`config.mk`:
```
export PLATFORM = sky130hd
export DESIGN_NAME = spi_flash_ctrl
export DESIGN_NICKNAME = d
export VERILOG_FILES = /design/src/rtl/spi_flash_ctrl.sv
export SDC_FILE = /design/constraint.sdc
export NUM_CORES = 1
export LEC_CHECK = 0
export ABC_CLOCK_PERIOD_IN_PS = 3310
export BUFFER_PORTS_ARGS = -buffer_cell sky130_fd_sc_hd__buf_2
export CORE_MARGIN = 8
export CORE_UTILIZATION = 30
export CTS_CLUSTER_DIAMETER = 40
export DETAILED_ROUTE_END_ITERATION = 7
export SLEW_MARGIN = 20
export SYNTH_ARGS = -nofsm -noshare
export SYNTH_HDL_FRONTEND = slang
export SYNTH_SLANG_ARGS = --single-unit
```
`constraint.sdc`:
```
create_clock -name clk -period 3.31 [get_ports clk]
set_input_delay 0.662 -clock clk [delete_from_list [all_inputs] [get_ports clk]]
set_output_delay 0.662 -clock clk [all_outputs]
set_load 0.01 [all_outputs]
```
`src/rtl/spi_flash_ctrl.sv`:
```
// spi_flash_ctrl: memory-mapped mode-0 SPI master for the boot flash, byte-at-a-time with polled status
module spi_flash_ctrl #(
  parameter logic [7:0] DIV_RESET = 8'd1
) (
  input  logic        clk,
  input  logic        reset,
  input  logic [63:0] address_in,
  input  logic        sel_in,
  input  logic        read_in,
  output logic [63:0] read_value_out,
  input  logic [3:0]  write_mask_in,
  input  logic [63:0] write_value_in,
  output logic        flash_clk,
  output logic        flash_csn,
  output logic        flash_io0_out,
  output logic        flash_io0_en,
  output logic        flash_io1_en,
  input  logic        flash_io1_in
);
  typedef enum logic [1:0] {IDLE, LOW, HIGH} state_t;
  state_t state, state_nx;
  logic cs, rx_valid, overrun, mosi, busy, sck;
  logic [7:0] div, tx, rx, rx_byte, halfcnt;
  logic [2:0] bitcnt;
  logic [1:0] idx;
  logic wr, rd, half_done, done, start;
  logic unused_bits;
  assign unused_bits = ^{address_in[63:4], address_in[1:0], write_value_in[63:8]};
  assign idx = address_in[3:2];
  assign wr = sel_in && |write_mask_in;
  assign rd = sel_in && read_in;
  assign half_done = halfcnt == div;
  assign start = wr && idx == 2'd1 && !busy;
  assign done = state == HIGH && half_done && bitcnt == 3'd0;
  assign flash_clk = sck;
  assign flash_csn = ~cs;
  assign flash_io0_en = cs;
  assign flash_io0_out = mosi;
  assign flash_io1_en = 1'b0;
  // state register
  always_ff @(posedge clk)
    state <= reset ? IDLE : state_nx;
  // next state: each SCK half-period lasts div+1 cycles, eight bits MSB first
  always_comb
    state_nx = state == IDLE ? (start ? LOW : IDLE) :
               state == LOW  ? (half_done ? HIGH : LOW) :
               half_done ? (bitcnt == 3'd0 ? IDLE : LOW) : HIGH;
  // state-decoded outputs
  always_comb begin
    busy = state != IDLE;
    sck = state == HIGH;
  end
  // register file, shift registers and half-period counter
  always_ff @(posedge clk) begin
    if (reset) begin
      cs <= 1'b0;
      div <= DIV_RESET;
      tx <= 8'd0;
      rx <= 8'd0;
      rx_byte <= 8'd0;
      rx_valid <= 1'b0;
      overrun <= 1'b0;
      mosi <= 1'b0;
      bitcnt <= 3'd0;
      halfcnt <= 8'd0;
    end else begin
      if (wr && idx == 2'd0) cs <= write_value_in[0];
      if (wr && idx == 2'd3 && !busy) div <= write_value_in[7:0];
      overrun <= (done && rx_valid) || (wr && busy && (idx == 2'd1 || idx == 2'd3)) ||
                 (overrun && !(wr && idx == 2'd2 && write_value_in[2]));
      rx_valid <= done || (rx_valid && !(rd && idx == 2'd1));
      if (done) rx_byte <= rx;
      halfcnt <= (state == IDLE || half_done) ? 8'd0 : halfcnt + 8'd1;
      if (start) begin
        tx <= write_value_in[7:0];
        mosi <= write_value_in[7];
        bitcnt <= 3'd7;
      end
      if (state == LOW && half_done) rx <= {rx[6:0], flash_io1_in};
      if (state == HIGH && half_done && bitcnt != 3'd0) begin
        bitcnt <= bitcnt - 3'd1;
        tx <= {tx[6:0], 1'b0};
        mosi <= tx[6];
      end
    end
  end
  // read mux, zero when not selected
  always_comb
    read_value_out = !sel_in      ? 64'd0 :
                     idx == 2'd0  ? {63'd0, cs} :
                     idx == 2'd1  ? {56'd0, rx_byte} :
                     idx == 2'd2  ? {61'd0, overrun, rx_valid, busy} :
                                    {56'd0, div};
endmodule

```
Word level (Yosys, flattened, before mapping)
Cells that the tools add are included.

word-level totals
  output and inout bits = 69
  word-level logic and storage cells = 73
  register bits after elaboration = 48
  input bits = 137

cells by class
  reductions and logical operators = 36
  eq/ne operators = 6
  multiplexer cells = 16
  bitwise operators = 1
  add/sub/neg operators = 2

operators by type and width
  operator             count
  $mux 8               4
  $logic_and 1x1->1    19
  $mux 7               2
  $add 8x1->8 const B  1
  $eq 8x8->1           1
  $mux 2               4
  $eq 2x2->1 const B   3
  $mux 3               2
  $logic_or 1x1->1     5
  $eq 2x1->1 const B   2
  $logic_not 2->1      2
  $mux 1               4
  $reduce_bool 2->1    2
  $reduce_or 2->1      2
  $reduce_or 4->1      1
  $logic_not 1->1      3
  $logic_not 3->1      1
  $reduce_bool 3->1    1
  $sub 3x1->3 const B  1
  $not 1->1            1

Depth between registers and ports, before layout
  depth after elaboration = 7
  mapped depth = 9
  depth with buffers taken out = 6

Worst setup path before layout
Ideal clock, no wire load.

  path type = reg-to-reg
  start point = register div[7]
  end point = register rx[0]
  slack = 0.870 ns
  clock period less this slack = 2.440 ns
  path buffers = 3
  required time = 3.182 ns
  arrival time = 2.312 ns
  stages on the path, launching flop included = 10
  library setup time = 0.128 ns
  cells stage by stage = dfxtp_1 > xor2_1 > or4_1 > buf_2 > clkbuf_1 > nor3_1 > ha_1 > clkbuf_1 > mux2i_1 > nor2_1

between the ends
  longest elaborated chain between the ends = 2

RTL lines
  element                 RTL line  source
  start, declared         23        logic [7:0] div, tx, rx, rx_byte, halfcnt;
  start signal, assigned  68        if (wr && idx == 2'd3 && !busy) div <= write_value_in[7:0];
  $eq 8x8->1              32        assign half_done = halfcnt == div;
  $logic_and 1x1->1       79        if (state == LOW && half_done) rx <= {rx[6:0], flash_io1_in};
  end signal, assigned    79
  end, declared           23

Every way passes these cells.
A chain may end at the register's enable or synchronous reset.

Worst setup path after layout
  start point = register div[7]
  end point = register rx[4]

The elaborated chain is that of the path after synthesis.

==> impl_metrics.yaml <==
critical_path:
  cp_max_fo: 18
  crit_type: "reg -> reg"
  slowest_delay_ps: 530
  start_kind: "flop"
  crit_required_ps: 3480
  arrival_ps: 2580
  cp_slowest_cell: "or4_1"
  crit_path_end_kind: "flop"
  worstPathCellList: "xor2_1, or4_1, buf_4, nor3_1, ha_1, mux2i_1, nor2_1"
sta:
  worst_pin_slew_ps: 642
  finalSetupTns_ps: 0
  slew_headroom_pct: 57.1
  finClkSkew_ps: 8.94
  worst_hold_slack_ps: 462
  max_clock_freq_mhz: 415
  hold_viol: 0
  period_share_pct: 72.8
  setup_viol: 0
  rsz0062_at_grt: "no"
  min_period_ps: 2410
  slew_viol_final: 0
power:
  p_int_mw: 0.813
  pwr-share-seq_pct: 53.7
  leakage_nw: 1.28
  pwr_density_cell_mw_per_mm2: 387
  pwr-share-clk_pct: 31.8
  combPwrFrac_pct: 14.5
  p_sw_mw: 0.306
  peakVddDrop_mv: 0.269
  totalPowerFinal_mw: 1.12
  switching_share_pct: 27.4
floorplanning:
  coreArea_sq_mm: 0.00911
  die_h_um: 112
  std_cell_rows: 35
  dieArea_sq_mm: 0.0125
  initial_core_util_pct: 30.3
  die_w_um: 112
  io-pin-count: 206
global_routing:
  grt.total_usage_pct: 9.72
  grt_pass1_wl_um: 9870
  grt_max_degree: 28
  overflow: 0
  grt_pass1_vias: 1996
  antenna_found_initial: 0
logic_synthesis:
  yosys_warnings: 0
  synth_edf_count: 0
  synth_top_cell_by_area: "dfxtp_1"
  synth_area_leaders: "dfxtp_1 35%, buf_4 15%, mux2i_1 14%"
  seq_area_frac_synth_pct: 34.8
  netlist_area_sq_mm: 0.00276
  synth_top_area_share_pct: 34.8
  yosys.cell_types.count: 42
  yosysMostFrequentCell: "buf_4"
  avgSynthCellArea_sq_um: 9.03
  synthFlopType: "dfxtp_1"
  synth_cells: 306
  synthArstFlopShare_pct: 0
  ys_ff_latch: 48
  yosys-top-cells-count: "57 x buf_4, 48 x dfxtp_1, 38 x mux2i_1"
finish:
  antenna_cells: 0
  drive_gt1_share_pct: 15.6
  fin_nets: 473
  utilization_pct: 31.7
  syn2layout_area_growth_pct: 4.66
route:
  num_vias: 2028
  drt_iter0_drc: 105
  finalWirelength_um: 6030
  ant_nets: 0
  drcViolationCount: 0
  routed_via_density: 4.57
  routedWlPerCell_um: 13.6
  drt_pass1_iterations: 5
worst_hold_path:
  min_path_type: "reg -> reg"
placed_design:
  port_buffers: 30
  globalplace.congestion: 0.802
  dp_hpwl_um: 4680
clock_tree:
  cts_tree: "done"
  root_buffer: "clkbuf_8"
  h-tree-depth: 2
  holdBufCountCts: 0
  cts.path.max_buffers: 2
  clkSinkCount: 48
  insertion_delay_ps: 300
  clk_pin_slew_ps: 80
  cts_buffers: 5
  cts_resized: 0
  cts_setup_buffers: 0
run_status:
  outcome: "finished, final reports clean"
flow_run:
  maxCapViolCount: 0
## layer usage
| metal | up-vias | GRT usage (%) | wire length [um] |
|---|---|---|---|
| li1 | 990 | - | - |
| met4 | 0 | 4.23 | 116 |
| met2 | 93 | 16.5 | 2830 |
| met5 | - | 0 | 0 |
| met1 | 934 | 10.7 | 2480 |
| met3 | 11 | 3.52 | 595 |
## cells by family after synthesis
family / synth area share, %
AO/OA/AOI/OAI: 9.47
XOR/XNOR: 4.44
adder cells (fa/ha/maj): 1.81
buffers and inverters: 18.8
flip-flops: 34.8
multiplexers: 15.4
other: 0.136
AND/OR/NAND/NOR: 15.1
## power groups by stage
stage | Combinational (mW) | Sequential, mW | Clock, mW
floorplan | 0.166 | 0.612 | 0
global placement | 0.156 | 0.615 | 0
detailed placement | 0.159 | 0.615 | 0
CTS | 0.159 | 0.602 | 0.370
global route | 0.181 | 0.604 | 0.390
finish | 0.162 | 0.601 | 0.356
## stage by stage
| stage | instance area [sq um] | worst slack (ps) | instances |
|---|---|---|---|
| floorplan | 2970 | 870 | 362 |
| global placement | 2800 | 931 | 436 |
| detailed placement | 2800 | 893 | 436 |
| CTS | 2890 | 873 | 444 |
| global route | 2890 | 705 | 444 |
| finish | 2890 | 900 | 444 |
## final timing paths
kind | startpoint | to | slack [ps] | cells after the start
min reg2reg | rx_byte[5]$_SDFFE_PP0P_ | rx_byte[5]$_SDFFE_PP0P_ | 460 | 2
max | div[7]$_SDFFE_PP0P_ | rx[4]$_SDFFE_PP0P_ | 900 | 7
max reg2reg | div[7]$_SDFFE_PP0P_ | rx[4]$_SDFFE_PP0P_ | 900 | 7
min | rx_byte[5]$_SDFFE_PP0P_ | rx_byte[5]$_SDFFE_PP0P_ | 460 | 2
## cells in the final DEF (no fill, tap or decap), types with 4 or more instances in the layout
cell type   n
a21oi_1     4
a21oi_2     7
buf_2      30
buf_4       4
clkbuf_8    6
conb_1     57
dfxtp_1    48
ha_1        4
inv_1       7
mux2i_1    38
nand2_1    20
nand3_1     7
nor2_1     32
nor2b_1     5
nor3_1      5
o41ai_1     8
or4_1       4
xnor2_1     5
xor2_1      9
## sequential cells by signal, summed over array words and instances, names as in the netlist
name	count
overrun	1
bitcnt	3
rx_byte	8
state	2
halfcnt	8
tx	7
div	8
flash_io0_en	1
rx_valid	1
flash_io0_out	1
rx	8
## worst max-delay path: cells and delay by family (launching register included)
family	cells	cell delay, ps
xor+xnor	1	180
buf+inv	1	220
fa+ha+maj	1	490
simple gates	3	790
mux	1	250
flops	1	360
## layout make-up
cell class / instances / area (sq um)
well taps: 111 / 139
multi-input cells: 235 / 1490
fillers: 964 / 6220
clock buffers: 8 / 90.1
repair buffers: 34 / 180
flip-flops and latches: 48 / 961
inverters: 8 / 30.0
Power figures use the tool's default switching activity.
